File: src/rtl/ex_stage.sv
// Execute stage of the 6-stage 16-bit pipeline: operand/flag forwarding, ALU,
// address and branch/jump resolution, EX/MEM pipeline register and the CCR.
module ex_stage #(
  parameter int W   = 16,
  parameter int OPW = 6
) (
  input  logic           clk,
  input  logic           reset_n,
  input  logic           stall,
  input  logic           flush,
  input  logic           rr_valid,
  input  logic [OPW-1:0] rr_op,
  input  logic [2:0]     rr_regA,
  input  logic [2:0]     rr_regB,
  input  logic [2:0]     rr_regC,
  input  logic [W-1:0]   rr_dataA,
  input  logic [W-1:0]   rr_dataB,
  input  logic [8:0]     rr_imm,
  input  logic [W-1:0]   rr_pc,
  input  logic [2:0]     F1,
  input  logic [2:0]     F2,
  input  logic [1:0]     FCCR,
  input  logic [W-1:0]   mem_wb_alu,
  input  logic [W-1:0]   mem_wb_mem,
  input  logic [W-1:0]   mem_wb_pc1,
  input  logic [1:0]     mem_wb_flags,
  input  logic           mem_wb_commit,
  output logic           ex_mem_valid,
  output logic [OPW-1:0] ex_mem_op,
  output logic [2:0]     ex_mem_regA,
  output logic [2:0]     ex_mem_regB,
  output logic [2:0]     ex_mem_regC,
  output logic [W-1:0]   ex_mem_alu,
  output logic [W-1:0]   ex_mem_store,
  output logic [W-1:0]   ex_mem_pc1,
  output logic [1:0]     ex_mem_flags,
  output logic           ex_mem_CCR_write,
  output logic           pc_redirect,
  output logic [W-1:0]   pc_target,
  output logic [1:0]     ccr
);

  localparam logic [3:0] OP_ADD = 4'b0000;
  localparam logic [3:0] OP_ADI = 4'b0001;
  localparam logic [3:0] OP_NDU = 4'b0010;
  localparam logic [3:0] OP_LHI = 4'b0011;
  localparam logic [3:0] OP_LW  = 4'b0100;
  localparam logic [3:0] OP_SW  = 4'b0101;
  localparam logic [3:0] OP_JAL = 4'b1000;
  localparam logic [3:0] OP_JLR = 4'b1001;
  localparam logic [3:0] OP_BEQ = 4'b1100;

  logic           valid_q, valid_d;
  logic [OPW-1:0] op_q, op_d;
  logic [2:0]     rega_q, rega_d, regb_q, regb_d, regc_q, regc_d;
  logic [W-1:0]   alu_q, alu_d, store_q, store_d, pc1_q, pc1_d;
  logic [1:0]     flags_q, flags_d;
  logic           cw_q, cw_d;
  logic [1:0]     ccr_q, ccr_d;

  logic [W-1:0]   op_a_s, op_b_s, sext6_s, sext9_s, lhi_s, nand_s, res_s, target_s;
  logic [W:0]     sum_s, adi_s;
  logic [1:0]     sel_flags_s, new_flags_s;
  logic           supp_s, redirect_s;

  function automatic logic [W-1:0] fwd_sel(input logic [2:0] f, input logic [W-1:0] rr,
                                           input logic [W-1:0] exm, input logic [W-1:0] wba,
                                           input logic [W-1:0] wbm, input logic [W-1:0] wbpc);
    case (f)
      3'd1, 3'd5: fwd_sel = exm;
      3'd2, 3'd6: fwd_sel = wba;
      3'd3:       fwd_sel = wbm;
      3'd7:       fwd_sel = wbpc;
      default:    fwd_sel = rr;
    endcase
  endfunction

  // Operand and flag selection plus the execute datapath.
  always_comb begin
    op_a_s  = fwd_sel(F1, rr_dataA, alu_q, mem_wb_alu, mem_wb_mem, mem_wb_pc1);
    op_b_s  = fwd_sel(F2, rr_dataB, alu_q, mem_wb_alu, mem_wb_mem, mem_wb_pc1);
    case (FCCR)
      2'd1:    sel_flags_s = flags_q;
      2'd2:    sel_flags_s = mem_wb_flags;
      default: sel_flags_s = ccr_q;
    endcase
    sext6_s = {{(W-6){rr_imm[5]}}, rr_imm[5:0]};
    sext9_s = {{(W-9){rr_imm[8]}}, rr_imm};
    lhi_s   = W'({rr_imm, 7'b0000000});
    sum_s   = {1'b0, op_a_s} + {1'b0, op_b_s};
    adi_s   = {1'b0, op_a_s} + {1'b0, sext6_s};
    nand_s  = ~(op_a_s & op_b_s);

    res_s       = sum_s[W-1:0];
    new_flags_s = sel_flags_s;
    supp_s      = 1'b0;
    redirect_s  = 1'b0;
    target_s    = '0;
    case (rr_op[5:2])
      OP_ADD: begin
        new_flags_s = {sum_s[W], (sum_s[W-1:0] == '0)};
        case (rr_op[1:0])
          2'b10:   supp_s = ~sel_flags_s[1];
          2'b01:   supp_s = ~sel_flags_s[0];
          default: supp_s = 1'b0;
        endcase
      end
      OP_ADI: begin
        res_s       = adi_s[W-1:0];
        new_flags_s = {adi_s[W], (adi_s[W-1:0] == '0)};
      end
      OP_NDU: begin
        res_s       = nand_s;
        new_flags_s = {sel_flags_s[1], (nand_s == '0)};
        case (rr_op[1:0])
          2'b10:   supp_s = ~sel_flags_s[1];
          2'b01:   supp_s = ~sel_flags_s[0];
          default: supp_s = 1'b0;
        endcase
      end
      OP_LHI:        res_s = lhi_s;
      OP_LW, OP_SW:  res_s = op_b_s + sext6_s;
      // Control transfers carry their target down the pipe in the ALU slot.
      OP_BEQ: begin
        target_s   = rr_pc + sext6_s;
        redirect_s = (op_a_s == op_b_s);
        res_s      = target_s;
      end
      OP_JAL: begin
        target_s   = rr_pc + sext9_s;
        redirect_s = 1'b1;
        res_s      = target_s;
      end
      OP_JLR: begin
        target_s   = op_b_s;
        redirect_s = 1'b1;
        res_s      = target_s;
      end
      default: res_s = sum_s[W-1:0];
    endcase
    if (supp_s) begin
      new_flags_s = sel_flags_s;
    end else begin
      new_flags_s = new_flags_s;
    end
  end

  assign pc_redirect = redirect_s & rr_valid & ~stall & ~flush;
  assign pc_target   = target_s;

  // Next-state for the EX/MEM register and the CCR; flush beats stall.
  always_comb begin
    valid_d = valid_q;
    op_d    = op_q;
    rega_d  = rega_q;
    regb_d  = regb_q;
    regc_d  = regc_q;
    alu_d   = alu_q;
    store_d = store_q;
    pc1_d   = pc1_q;
    flags_d = flags_q;
    cw_d    = cw_q;
    if (flush) begin
      valid_d = 1'b0;
      cw_d    = 1'b1;
    end else if (!stall) begin
      valid_d = rr_valid;
      op_d    = rr_op;
      rega_d  = rr_regA;
      regb_d  = rr_regB;
      regc_d  = rr_regC;
      alu_d   = res_s;
      store_d = op_a_s;
      pc1_d   = rr_pc + W'(1);
      flags_d = new_flags_s;
      cw_d    = ~rr_valid | supp_s;
    end else begin
      valid_d = valid_q;
    end
    if (mem_wb_commit && !stall) begin
      ccr_d = mem_wb_flags;
    end else begin
      ccr_d = ccr_q;
    end
  end

  // EX/MEM pipeline register and architectural CCR.
  always_ff @(posedge clk or negedge reset_n) begin
    if (!reset_n) begin
      valid_q <= 1'b0;
      op_q    <= '0;
      rega_q  <= 3'd0;
      regb_q  <= 3'd0;
      regc_q  <= 3'd0;
      alu_q   <= '0;
      store_q <= '0;
      pc1_q   <= '0;
      flags_q <= 2'b00;
      cw_q    <= 1'b1;
      ccr_q   <= 2'b00;
    end else begin
      valid_q <= valid_d;
      op_q    <= op_d;
      rega_q  <= rega_d;
      regb_q  <= regb_d;
      regc_q  <= regc_d;
      alu_q   <= alu_d;
      store_q <= store_d;
      pc1_q   <= pc1_d;
      flags_q <= flags_d;
      cw_q    <= cw_d;
      ccr_q   <= ccr_d;
    end
  end

  assign ex_mem_valid     = valid_q;
  assign ex_mem_op        = op_q;
  assign ex_mem_regA      = rega_q;
  assign ex_mem_regB      = regb_q;
  assign ex_mem_regC      = regc_q;
  assign ex_mem_alu       = alu_q;
  assign ex_mem_store     = store_q;
  assign ex_mem_pc1       = pc1_q;
  assign ex_mem_flags     = flags_q;
  assign ex_mem_CCR_write = cw_q;
  assign ccr              = ccr_q;

endmodule

File: config.mk
export PLATFORM = sky130hd
export DESIGN_NAME = ex_stage
export DESIGN_NICKNAME = d
export VERILOG_FILES = /design/src/rtl/ex_stage.sv
export SDC_FILE = /design/constraint.sdc
export NUM_CORES = 1
export LEC_CHECK = 0
export ABC_CLOCK_PERIOD_IN_PS = 8100
export CAP_MARGIN = 20
export CORE_ASPECT_RATIO = 1.25
export CORE_MARGIN = 10
export CORE_UTILIZATION = 50
export DETAILED_ROUTE_END_ITERATION = 10
export PLACE_DENSITY = 0.82
export SLEW_MARGIN = 20
export SYNTH_ARGS = -nofsm -noshare
export SYNTH_HDL_FRONTEND = slang
export SYNTH_SLANG_ARGS = --single-unit
export TNS_END_PERCENT = 1
File: constraint.sdc
create_clock -name clk -period 8.1 [get_ports clk]
set_input_delay 0.81 -clock clk [delete_from_list [all_inputs] [get_ports clk]]
set_output_delay 0.81 -clock clk [all_outputs]
set_load 0.05 [all_outputs]
Word level (Yosys, flattened, before mapping)
Cells that the tools add are included.
W data, S select, Z words.
{"block": "totals", "register_bits": 69, "inputBits": 136, "output_inout_bits": 86, "elab_cells": 82}
{"block": "op_classes", "addsub": 6, "eq_ne": 26, "muxes": 14, "bitwise": 11, "reduce_logical": 14}
{"operator": "$pmux W16 S4", "count": 2}
{"operator": "$pmux W16 S7", "count": 1}
{"operator": "$add A16 B16 Y16", "count": 3}
{"operator": "$logic_not A16 Y1", "count": 3}
{"operator": "$pmux W16 S3", "count": 1}
{"operator": "$add A16 B16 Y17", "count": 2}
{"operator": "$eq A3 B3 Y1 const B", "count": 6}
{"operator": "$add A16 B1 Y16 const B", "count": 1}
{"operator": "$and A16 B16 Y16", "count": 1}
{"operator": "$eq A16 B16 Y1", "count": 1}
{"operator": "$not A16 Y16", "count": 1}
{"operator": "$reduce_or A2 Y1", "count": 7}
{"operator": "$eq A3 B2 Y1 const B", "count": 4}
{"operator": "$eq A4 B4 Y1 const B", "count": 3}
{"operator": "$eq A4 B2 Y1 const B", "count": 2}
{"operator": "$eq A4 B3 Y1 const B", "count": 2}
{"operator": "$eq A3 B1 Y1 const B", "count": 2}
{"operator": "$pmux W2 S3", "count": 1}
{"operator": "$mux W1", "count": 5}
{"operator": "$not A1 Y1", "count": 5}
{"operator": "$eq A2 B1 Y1 const B", "count": 2}
{"operator": "$eq A2 B2 Y1 const B", "count": 2}
{"operator": "$eq A4 B1 Y1 const B", "count": 1}
{"operator": "$logic_not A4 Y1", "count": 1}
{"operator": "9 further kinds", "count": 12}

Logic depth before layout (Yosys ltp)
Gate-level depths: netlist of the first run.
{"block": "logic_depth", "depth_word": 8, "ltp_mapped": 18, "mapped_depth_nobuf": 16}

Least setup slack after synthesis of the first run
No wires, ideal clock.
{"block": "synth_path", "path_type": "input-to-reg", "startpoint": "input port F1[2]", "endpoint": "register flags_q[0], in the netlist ex_mem_flags[0]", "setup_time_ns": 0.095, "arrival_time_ns": 4.522, "t_required_ns": 8.005, "setup_slack_ns": 3.482, "cell_stages": 14, "path_buffers": 2, "cell_sequence": "clkbuf_1 -> clkbuf_1 -> mux2_2 -> mux4_2 -> ha_1 -> fa_1 -> a211oi_2 -> o21bai_1 -> a2111o_1 -> a31o_1 -> a222oi_1 -> and4_1 -> a31oi_1 -> o31ai_1"}
{"block": "synth_between", "elab_chain_len": 8, "word_cells_on_any_way": 18, "cone_classes": "add/sub: 2; eq/ne: 6; mux: 3; bitwise: 2; reduce/logical: 5"}
{"element": "start, declared", "line": "20", "rtl": "input logic [2:0] F1,"}
{"element": "$eq A3 B2 Y1 (tied with other cells)", "line": "69", "rtl": "case (f)"}
{"element": "$reduce_or A2 Y1", "line": "69"}
{"element": "$pmux W16 S4 (*)", "line": "69"}
{"element": "named net op_a_s[0]", "line": "61", "rtl": "logic [W-1:0] op_a_s, op_b_s, sext6_s, sext9_s, lhi_s, nand_s, res_s, target_s;"}
{"element": "parallel branches: the longest is 3 deep, another holds $add A16 B16 Y17"}
{"element": "$pmux W2 S3 (*)", "line": "99", "rtl": "case (rr_op[5:2])"}
{"element": "$mux W2 (*)", "line": "141", "rtl": "if (supp_s) begin"}
{"element": "end signal, assigned", "line": "210", "rtl": "flags_q <= flags_d;"}
{"element": "end, declared", "line": "57", "rtl": "logic [1:0] flags_q, flags_d;"}
Mark *: on every way through the listed nets, which the timed path passes.
A chain may end at the register's enable or synchronous reset.

Final worst setup path of the first run
{"block": "layout_path", "startpoint": "input port F2[1]", "endpoint": "output port pc_redirect"}
{"block": "layout_between", "elab_chain_len": 8, "word_cells_on_any_way": 14, "cone_classes": "eq/ne: 7; mux: 2; bitwise: 3; reduce/logical: 2"}
{"element": "start, declared", "line": "21", "rtl": "input logic [2:0] F2,"}
{"element": "$eq A3 B2 Y1 (tied with other cells)", "line": "69"}
{"element": "$reduce_or A2 Y1", "line": "69"}
{"element": "$pmux W16 S4 (*)", "line": "69"}
{"element": "$eq A16 B16 Y1 (*)", "line": "126", "rtl": "redirect_s = (op_a_s == op_b_s);"}
{"element": "$pmux W1 S2 (*)", "line": "99"}
{"element": "$and A1 B1 Y1 (*) (3 in a row)", "line": "148", "rtl": "assign pc_redirect = redirect_s & rr_valid & ~stall & ~flush;"}
{"element": "end, declared", "line": "38", "rtl": "output logic pc_redirect,"}
Every way passes the cells marked *; elsewhere a longest branch is shown, timed or not.

==> impl_results.rst, run 1 <==
.. list-table::
   :header-rows: 1

   * - Metric
     - Value
   * - Post-synth top area share
     - 19.7%
   * - Top area cells in the synthesized netlist
     - dfrtp_1 20%, ha_1 11%, nand2_1 7.5%, mux4_2 5.5%, o21ai_0 4.6%
   * - Min-Delay Path Class
     - reg2reg
   * - Fraction of the yosys area taken by sequential cells
     - 20.0%
   * - Most frequently used cell type in the post-synthesis netlist
     - nand2_1
   * - Part of the cycle the worst path needs
     - 76.3%
   * - Routability cong.
     - 1.06
   * - Post-CTS Hold Fix Bufs
     - 0
   * - Cells after Synth
     - 1063
   * - Core Region
     - 16900 um2
   * - Dominant register cell in the synthesized netlist
     - dfrtp_1
   * - All-layer global routing usage
     - 29.1%
   * - Fraction of synthesis flops using an asynchronous set or reset pin
     - 100%
   * - Origin of the worst min-delay path
     - ex_mem_store[11]
   * - Sequential cell area
     - 1730 um2
   * - Max-cap check violation count
     - 0
   * - Initial core utilization
     - 51.0%
   * - Post-DP HPWL
     - 27.2 mm
   * - Worst R2R Start
     - ex_mem_alu[0]
   * - Maximum buffer depth of the clock tree
     - 2
   * - Drt total wl
     - 34.7 mm
   * - CTS H-Tree Depth
     - 3
   * - Die height
     - 167 um
   * - Fin nets
     - 1475
   * - Floorplan die area
     - 22900 um2
   * - TritonCTS clock tree
     - yes
   * - Worst endpoint required time
     - 7.29 ns
   * - Grt ovf
     - 0
   * - Count of routing violations after the opening detailed-route iteration
     - 967
   * - Post-synthesis cell type with the largest combined area
     - dfrtp_1
   * - P per Cell Area
     - 206 nW/um2
   * - Distinct cell type count of the synthesized netlist
     - 93
   * - IR Drop Worst-Case VDD
     - 0.0000949 V
   * - Maximum frequency from static timing analysis
     - 162 MHz
   * - Critical path launch point
     - F2[1]
   * - Number of resized instances in the post-cts repair step
     - 0
   * - Shortest period the worst path allows
     - 6.18 ns
   * - Cell depth of the worst flop-to-flop path
     - 16
   * - Vias per cell
     - 6.43
   * - Width of the chip
     - 137 um
   * - Flip-flop and latch count after synthesis
     - 69
   * - Final-report hold violation count
     - 0
   * - CTS Root Cell
     - clkbuf_16
   * - Data arrival time at the worst-slack endpoint
     - 5.37 ns
   * - Setup violators final
     - 0
   * - Setup TNS Final
     - 0 ns
   * - Antenna fix cells
     - 0
   * - Final clock skew
     - 0.0159 ns
   * - Final-layout worst hold slack
     - 0.471 ns
   * - Number of CTS-inserted buffers
     - 9
   * - Final standard cell count with taps included and fillers excluded
     - 1484
   * - Status
     - complete, no violations
   * - EDFF count, synth
     - 0
   * - Cell count after placement
     - 1468
   * - Multi-input gate area in the final layout
     - 6590 um2
   * - First-pass GRT wire length
     - 52.6 mm
   * - Number of I/O pins
     - 222
   * - Overall via count from detail_route
     - 9544
   * - Layout cell share with drive strength beyond 1
     - 8.23%
   * - Synth Net Count
     - 1279
   * - Antenna violations before repair
     - 0
   * - Overall power of the completed layout
     - 2.33 mW
   * - Setup Buffers After CTS
     - 0
   * - Critical path endpoint category
     - output port
   * - Post-synthesis instance area
     - 8630 um2
   * - Clock insertion delay at the later pin of the skew report
     - 0.36 ns
   * - Clock-pin slew on the worst setup and hold paths
     - 0.06 ns
   * - Design area
     - 11300 um2
   * - Number of rows in the core area
     - 53
   * - Most frequent cells after synthesis
     - 172 x nand2_1, 79 x o21ai_0, 76 x ha_1
   * - Max-slew violation count
     - 0
   * - Number of buffer cells added on primary ports
     - 221
   * - Count of fill cells added during filler insertion
     - 1410
   * - Worst-margin pin slew
     - 0.947 ns
   * - Maximum fanout count along the critical path
     - 26
   * - Number of clock sinks
     - 69
   * - Type of the worst setup path
     - in2out
   * - Pre-antenna DRT Iters
     - 5
   * - Setup repair after global routing missed its margin
     - no
   * - DRT antenna net count
     - 0
   * - Max-slew headroom at the worst pin
     - 36.9%
   * - Post-synthesis average cell area
     - 8.12 um2
   * - Hold Path Stages
     - 2
   * - Static leakage
     - 4.76 nW
   * - Number of global-route vias before repair
     - 9125
   * - Count of unresolved DRC violations after routing
     - 0
   * - Relative area change from synthesis to final layout
     - 31.4%
   * - Yosys synthesis warning count
     - 0
   * - Pin count of the biggest net entering global routing
     - 73
   * - Routed WL per cell
     - 23.4 um
   * - CP startpoint kind
     - input pin
   * - Instance area at placement
     - 11000 um2
## cell usage in the layout, fill, tap and decap left out, types with 11 or more instances in the layout
cell type        synthesis  routed
a211oi_1                14      14
a21o_1                  39      39
a21oi_1                 51      51
a31oi_1                 15      15
and3_1                  12      12
buf_4                    0      12
clkdlybuf4s50_1          0     220
dfrtp_1                 68      68
ha_1                    76      76
inv_1                   34      34
mux2_2                  24      24
mux4_2                  21      21
nand2_1                172     172
nand2b_1                13      13
nand3_1                 19      19
nand4_1                 12      12
nor2_1                  60      59
nor2b_1                 20      20
nor3_1                  13      13
nor4_1                  14      14
o21a_1                  17      17
o21ai_0                 79      79
o21ai_1                 11      11
xnor2_1                 40      40
xor2_1                  24      24
## power breakdown
part,switching [mW],internal (mW)
registers,0.0662,0.407
logic,0.859,0.541
clock network,0.180,0.281
## worst max-delay path, cell delays in order
cell and delay, ns:
clkdlybuf4s50_1 0.87, nand2b_1 0.61, nor2_1 0.08, a21oi_1 0.16
a21oi_1 0.05, o21ai_0 0.59, ha_1 0.42, nor4_1 0.27
and3_1 0.20, nand4_1 0.09, o21ai_0 0.19, and3_1 0.22
clkdlybuf4s50_1 0.80
## state kept, by name, summed over array words and instances (netlist names)
register,count
ex_mem_flags,2
ex_mem_regC,3
ccr,2
ex_mem_regB,3
ex_mem_alu,16
ex_mem_valid,1
ex_mem_regA,3
ex_mem_CCR_write,1
ex_mem_op,6
ex_mem_pc1,16
ex_mem_store,16
## stage by stage
stage	worst slack, ns	util, %
final	1.92	67.1
after global routing	1.64	67.1
after CTS	2.01	67.1
after detailed placement	2.03	65.1
after global placement	2.10	65.1
after floorplan	3.48	-
## cells by family after synthesis
| kind of cell | after synthesis | synth area share [%] |
|---|---|---|
| flops | 69 | 20.0 |
| compound gates | 351 | 28.7 |
| xor+xnor | 64 | 6.50 |
| mux | 49 | 9.08 |
| fa+ha+maj | 80 | 11.9 |
| buf+inv | 81 | 3.74 |
| simple gates | 369 | 20.0 |
## metal layers
layer  vias up  GRT usage (%)  wire (um)  share of wire, %
met5         -              0          0                 0
met4         0           13.3       1550               4.5
met3       120           7.04       3930                11
met2       642           45.3      15700                45
met1      4409           36.9      13600                39
li1       4373              -          -                 -
## worst paths after layout
path / slack [ns] / endpoint
max reg2reg: 4.23 / ex_mem_flags[1]
min in group asynchronous: 0.59 / ex_mem_pc1[9]
max: 1.92 / pc_redirect
min: 0.47 / ex_mem_store[11]
min reg2reg: 0.47 / ex_mem_store[11]
max in group asynchronous: 6.88 / ex_mem_flags[1]
## final cells by class
type	count	share of cell area [%]
Inverter	34	1.13
Timing Repair Buffer	232	20.2
Tap cell	220	2.43
Sequential cell	69	15.2
Clock inverter	6	0.827
Clock buffer	10	2.11
Multi-Input combinational cell	913	58.1
(Power assumes the default switching activity.)
==> run 2, diff against run 1 <==
Settings changed: ABC_CLOCK_PERIOD_IN_PS 8100 to 5100, CORE_UTILIZATION 50 to 46, PLACE_DENSITY 0.82 to 0.79.
Clock period 8.1 ns to 5.1 ns, I/O delays scaled along.
==> run 2 against run 1 <==
Net effect: die area rose by 7.5%; sequential cell count did not move; largest cell class unchanged; via count rose by 3.6%; register-to-register slack got worse by 3.1 ns; non-clock buffer count rose by 25.
==> impl_results.rst, run 2 (synthesized netlist as in run 1, its figures left out) <==
.. list-table::
   :header-rows: 1

   * - Metric
     - Value
   * - Status
     - complete, no violations
   * - Number of I/O pins
     - 222 (unchanged)
   * - Worst-margin pin slew
     - 0.976 ns (+0.0292 ns)
   * - Die height
     - 173 um (+3.7%)
   * - Antenna fix cells
     - 0 (unchanged)
   * - Cell chain of the critical path
     - clkdlybuf4s50_1 > buf_4 > nand2_1 > a21oi_1 > o22a_1 > a21oi_1 > o21ai_0 > buf_4 > ha_1 > buf_4 > nor4_1 > buf_4 > nand4_1 > o21ai_0 > and3_1 > buf_12
   * - Count of routing violations after the opening detailed-route iteration
     - 948 (-2.0%)
   * - Initial core utilization
     - 47.1% (-3.9 points)
   * - Number of clock sinks
     - 69 (unchanged)
   * - Part of the cycle the worst path needs
     - 93.6%
   * - Vias per cell
     - 6.52 (+1.4%)
   * - Maximum frequency from static timing analysis
     - 209 MHz
   * - CP max stage delay
     - 0.93 ns (+0.06 ns)
   * - Routed WL per cell
     - 26.5 um (+13%)
   * - Setup TNS Final
     - 0 ns (unchanged)
   * - Setup violators final
     - 0 (unchanged)
   * - Cell type with the highest occurrence count on the critical path
     - buf_4
   * - Number of buffers and inverters on the critical path
     - 6 (+4)
   * - Max-slew headroom at the worst pin
     - 34.9% (-1.9 points)
   * - Critical path endpoint category
     - output port
   * - Max-cap check violation count
     - 0 (unchanged)
   * - Shortest period the worst path allows
     - 4.77 ns
   * - Max-slew violation count
     - 0 (unchanged)
   * - Count of unresolved DRC violations after routing
     - 0 (unchanged)
   * - Terminus of the critical flop-to-flop path
     - ex_mem_flags[0]
   * - Cell count after placement
     - 1501 (+2.2%)
   * - Overall power of the completed layout
     - 3.72 mW (+59%)
   * - Crit path max-delay family
     - buffers and inverters
   * - TritonCTS clock tree
     - yes
   * - Post-DP HPWL
     - 32.6 mm (+20%)
   * - Type of the worst setup path
     - in2out
   * - IR Drop Worst-Case VDD
     - 0.000222 V (+130%)
   * - Cell depth of the worst flop-to-flop path
     - 14 (-2)
   * - Antenna violations before repair
     - 0 (unchanged)
   * - CTS H-Tree Depth
     - 3 (unchanged)
   * - Maximum buffer depth of the clock tree
     - 2 (unchanged)
   * - Layout cell share with drive strength beyond 1
     - 11.3% (+3.1 points)
   * - Clock-pin slew on the worst setup and hold paths
     - 0.06 ns (about the same)
   * - First-pass GRT wire length
     - 58.9 mm (+12%)
   * - Final standard cell count with taps included and fillers excluded
     - 1517 (+2.2%)
   * - Post-CTS Hold Fix Bufs
     - 0 (unchanged)
   * - Drt total wl
     - 40.2 mm (+16%)
   * - CP startpoint kind
     - input pin
   * - Standard cell with the maximum stage delay on the critical path
     - clkdlybuf4s50_1
   * - Floorplan die area
     - 24700 um2 (+7.5%)
   * - Maximum fanout count along the critical path
     - 15 (-42%)
   * - Number of resized instances in the post-cts repair step
     - 0 (unchanged)
   * - Final-layout worst hold slack
     - 0.290 ns (-0.181 ns)
   * - Overall via count from detail_route
     - 9892 (+3.6%)
   * - Grt ovf
     - 0 (unchanged)
   * - P per Cell Area
     - 323 nW/um2 (+57%)
   * - Number of buffer cells added on primary ports
     - 221 (unchanged)
   * - Register-to-register setup slack
     - 1.09 ns (-3.14 ns)
   * - Fin nets
     - 1500 (+1.7%)
   * - Number of CTS-inserted buffers
     - 9 (unchanged)
   * - Final-report hold violation count
     - 0 (unchanged)
   * - Number of rows in the core area
     - 55 (+3.8%)
   * - Min-Delay Path Class
     - in2async
   * - Clock insertion delay at the later pin of the skew report
     - 0.35 ns (about the same)
   * - DRT antenna net count
     - 0 (unchanged)
   * - Most used cells in the layout excluding fill and tap cells
     - 203 x clkdlybuf4s50_1, 172 x nand2_1, 79 x o21ai_0
   * - Setup repair after global routing missed its margin
     - no
   * - Commonest non-fill, non-tap cell in the layout
     - clkdlybuf4s50_1
   * - CTS Root Cell
     - clkbuf_16
   * - Setup Buffers After CTS
     - 0 (unchanged)
   * - Width of the chip
     - 142 um (+3.6%)
   * - Pre-antenna DRT Iters
     - 8 (+3)
   * - Routability cong.
     - 1.01 (-4.6%)
   * - Data arrival time at the worst-slack endpoint
     - 4.26 ns (-1.11 ns)
   * - Worst R2R Start
     - ex_mem_alu[2]
   * - Worst endpoint required time
     - 4.59 ns (-2.70 ns)
   * - Number of global-route vias before repair
     - 9464 (+3.7%)
   * - All-layer global routing usage
     - 31.2% (+2.1 points)
   * - Static leakage
     - 4.90 nW (+3.1%)
   * - Pin count of the biggest net entering global routing
     - 81 (+11%)
   * - Relative area change from synthesis to final layout
     - 33.3%
   * - Count of fill cells added during filler insertion
     - 1646 (+17%)
   * - Final clock skew
     - 0.00865 ns (-0.00728 ns)
   * - Core Region
     - 18300 um2 (+8.3%)
[run 2: how the worst max path moves through the flow]
stage,start,end,slack (ns),cells after the start
CTS,F2[2],pc_redirect,0.45,16
finish,F2[2],pc_redirect,0.33,16
global route,F2[2],pc_redirect,0.26,16
floorplan,F1[2],ex_mem_flags[0],0.78,14
global placement,F1[2],ex_mem_flags[0],0.25,13
detailed placement,F1[2],ex_mem_flags[0],0.16,13
[run 2: power breakdown]
group | switching, mW | internal [mW] | leakage (nW)
Sequential | 0.113 | 0.646 | 0.846
Clock | 0.297 | 0.340 | 0.139
Combinational | 1.43 | 0.886 | 3.92
Total | 1.85 | 1.87 | 4.90
[run 2: per-stage QoR]
step | util (%) | cell area, um2 | setup slack, ns
floorplan | - | 8630 | 0.782
global placement | 61.3 | 11200 | 0.250
detailed placement | 61.3 | 11200 | 0.158
CTS | 62.8 | 11500 | 0.453
global route | 62.8 | 11500 | 0.262
finish | 62.8 | 11500 | 0.325
[run 2: layer usage]
| metal | up-vias | track usage [%] | part of all wire, % |
|---|---|---|---|
| li1 | 4439 | - | - |
| met1 | 4728 | 36.3 | 37 |
| met2 | 583 | 52.1 | 48 |
| met3 | 142 | 6.66 | 9.0 |
| met4 | 0 | 16.5 | 6.0 |
| met5 | - | 0 | 0 |
[run 2: final cells by class]
cell class / count / area [um2] / area share [%]
clock inverter: 7 / 62.6 / 0.544
inverter: 34 / 128 / 1.11
clock buffer: 9 / 225 / 1.96
timing repair buffer: 257 / 2490 / 21.6
sequential: 69 / 1730 / 15.0
multi-input combinational: 913 / 6590 / 57.3
tap: 228 / 285 / 2.48
==> run 3, diff against run 2 <==
Settings changed: ABC_CLOCK_PERIOD_IN_PS 5100 to 4630, CORE_MARGIN 10 to 1.5, CORE_UTILIZATION 46 to 50, PLACE_DENSITY 0.79 to 0.82.
Clock period 5.1 ns to 4.63 ns, I/O delays scaled along.
==> run 3 against run 2 <==
Net effect: global-route usage rose by 5.7 points; critical path depth fell by 5; first-iteration DRC count shrank 11%; non-clock buffer count grew 13; final cell count up 0.33%; total power up 11%; clock-buffer cell count is 1 higher; cell area increased by 1.5%; die area fell by 27%; sequential cell count unchanged.
==> impl_results.rst, run 3 (synthesized netlist as in run 1, its figures left out) <==
.. list-table::
   :header-rows: 1

   * - Metric
     - Value
   * - Status
     - complete, no violations
   * - Max-cap check violation count
     - 0 (unchanged)
   * - Data arrival time at the worst-slack endpoint
     - 4.05 ns (-0.21 ns)
   * - Layout cell share with drive strength beyond 1
     - 12.2% (+0.89 points)
   * - P per Cell Area
     - 355 nW/um2 (+9.8%)
   * - Width of the chip
     - 120 um (-15%)
   * - Number of buffers and inverters on the critical path
     - 3 (-3)
   * - Worst-margin pin slew
     - 0.939 ns (-0.0375 ns)
   * - Setup Buffers After CTS
     - 0 (unchanged)
   * - Maximum frequency from static timing analysis
     - 222 MHz
   * - Critical path endpoint category
     - output port
   * - Cell type with the highest occurrence count on the critical path
     - and3_1
   * - Routability cong.
     - 0.950 (-5.7%)
   * - Standard cell with the maximum stage delay on the critical path
     - clkdlybuf4s50_1
   * - WL met2
     - 16.4 mm (-16%)
   * - Type of the worst setup path
     - in2out
   * - Finished Core Util
     - 69.3% (+6.5 points)
   * - CP startpoint kind
     - input pin
   * - Shortest period the worst path allows
     - 4.51 ns
   * - Sequential cell area
     - 1730 um2 (unchanged)
   * - Worst R2R Start
     - ex_mem_alu[0]
   * - Relative area change from synthesis to final layout
     - 35.3%
   * - Min-Delay Path Class
     - in2async
   * - Min setup slack post-route
     - 0.121 ns (-0.204 ns)
   * - Number of clock sinks
     - 69 (unchanged)
   * - Final-report hold violation count
     - 0 (unchanged)
   * - Setup violators final
     - 0 (unchanged)
   * - Critical path launch point
     - F2[2]
   * - Antenna fix cells
     - 0 (unchanged)
   * - Commonest non-fill, non-tap cell in the layout
     - clkdlybuf4s50_1
   * - Number of resized instances in the post-cts repair step
     - 0 (unchanged)
   * - Part of the cycle the worst path needs
     - 97.4%
   * - Routed WL per cell
     - 22.3 um (-16%)
   * - Antenna violations before repair
     - 0 (unchanged)
   * - Static leakage
     - 5.00 nW (+2.0%)
   * - Vias per cell
     - 6.41 (-1.7%)
   * - Pin count of the biggest net entering global routing
     - 70 (-14%)
   * - Count of fill cells added during filler insertion
     - 1456 (-12%)
   * - Fin nets
     - 1513 (+0.87%)
   * - All-layer global routing usage
     - 36.9% (+5.7 points)
   * - CTS Root Cell
     - clkbuf_16
   * - Pre-antenna DRT Iters
     - 7 (-1)
   * - Post-placement setup slack
     - 0.0833 ns (-0.0744 ns)
   * - Floorplan die area
     - 18100 um2 (-27%)
   * - Number of buffer cells added on primary ports
     - 221 (unchanged)
   * - Multi-input gate area in the final layout
     - 6590 um2 (unchanged)
   * - Length of routed wiring on met1
     - 13.2 mm (-10%)
   * - Count of unresolved DRC violations after routing
     - 0 (unchanged)
   * - Number of global-route vias before repair
     - 9358 (-1.1%)
   * - Instance area at placement
     - 11300 um2 (+1.1%)
   * - Most used cells in the layout excluding fill and tap cells
     - 203 x clkdlybuf4s50_1, 172 x nand2_1, 79 x o21ai_0
   * - Grt ovf
     - 0 (unchanged)
   * - Number of rows in the core area
     - 53 (-3.6%)
   * - Number of I/O pins
     - 222 (unchanged)
   * - First-pass GRT wire length
     - 50.9 mm (-14%)
   * - Post-CTS Hold Fix Bufs
     - 0 (unchanged)
   * - Cell depth of the worst flop-to-flop path
     - 16 (+2)
   * - Count of routing violations after the opening detailed-route iteration
     - 840 (-11%)
   * - Overall via count from detail_route
     - 9755 (-1.4%)
   * - DRT antenna net count
     - 0 (unchanged)
   * - IR Drop Worst-Case VDD
     - 0.000204 V (-8.2%)
   * - Post-DP HPWL
     - 27.2 mm (-17%)
   * - CTS H-Tree Depth
     - 3 (unchanged)
   * - Cell count after placement
     - 1506 (+0.33%)
   * - Maximum buffer depth of the clock tree
     - 2 (unchanged)
   * - Cell chain of the critical path
     - clkdlybuf4s50_1 > mux2_2 > mux4_2 > ha_1 > buf_4 > nor4_1 > and3_1 > nand4_1 > o21ai_0 > and3_1 > buf_12
   * - Top Metal Used
     - met4
   * - TritonCTS clock tree
     - yes
   * - Design area
     - 11700 um2 (+1.5%)
   * - CP max stage delay
     - 0.81 ns (-0.12 ns)
   * - Final standard cell count with taps included and fillers excluded
     - 1522 (+0.33%)
   * - Routed length on met3
     - 2.83 mm (-21%)
   * - Die height
     - 150 um (-13%)
   * - Number of logic stages on the critical path including buffering
     - 11 (-5)
   * - Setup TNS Final
     - 0 ns (unchanged)
   * - Core Region
     - 16800 um2 (-8.0%)
   * - Worst endpoint required time
     - 4.17 ns (-0.42 ns)
   * - Initial core utilization
     - 51.2% (+4.1 points)
   * - Clock-pin slew on the worst setup and hold paths
     - 0.06 ns (about the same)
   * - Drt total wl
     - 34.0 mm (-15%)
   * - Setup repair after global routing missed its margin
     - no
   * - Final clock skew
     - 0.00941 ns (+0.000758 ns)
   * - Maximum fanout count along the critical path
     - 11 (-4)
   * - Number of CTS-inserted buffers
     - 9 (unchanged)
   * - Clock insertion delay at the later pin of the skew report
     - 0.35 ns (about the same)
   * - Crit path max-delay family
     - buffers and inverters
   * - Max-slew violation count
     - 0 (unchanged)
   * - Max-slew headroom at the worst pin
     - 37.4% (+2.5 points)
[run 3: cell count changes in the layout (fill, tap and decap cells not counted), sizes merged]
cell	before	now
buf	54	67
bufinv	0	2
clkbuf	9	10
inv	38	35
[run 3: stage by stage]
step | total power [mW] | hold slack (ns)
detailed placement | 3.29 | 0.463
global placement | 3.28 | 0.457
global route | 4.33 | 0.319
floorplan | 2.41 | 0.167
finish | 4.14 | 0.242
CTS | 4.10 | 0.293
[run 3: final timing paths]
path                                    end  slack, ns
setup / recovery                pc_redirect       0.12
hold / removal               ex_mem_pc1[12]       0.24
setup reg to reg            ex_mem_flags[0]       0.82
hold reg to reg            ex_mem_store[11]       0.47
max in group asynchronous    ex_mem_alu[13]       3.76
min in group clk           ex_mem_store[11]       0.47
[run 3: final cells by class]
class,count,area share (%)
multi-input cells,913,56.4
clock buffers,10,2.05
clock inverters,6,0.804
repair buffers,270,22.5
inverters,34,1.09
well taps,220,2.36
flip-flops and latches,69,14.8
[run 3: where the power goes]
group          switching [mW]  leakage, nW  internal, mW  total [mW]
combinational            1.52         3.99          1.00        2.52
clock                   0.307        0.159         0.491       0.798
sequential              0.111        0.846         0.712       0.822
total                    1.94         5.00          2.21        4.14
[run 3: worst register-to-register path, delay by kind of cell (launching register included)]
kind            cells  cell delay [ns]
compound gates      8             1.83
simple gates        3             0.63
fa+ha+maj           2             0.51
flops               1             0.42
buf+inv             2             0.16
xor+xnor            1             0.16
[run 3: metal layers]
metal,global-route usage [%],up-vias
li1,-,4465
met1,44.7,4658
met2,63.9,541
met3,5.37,91
met4,17.5,0
met5,0,-
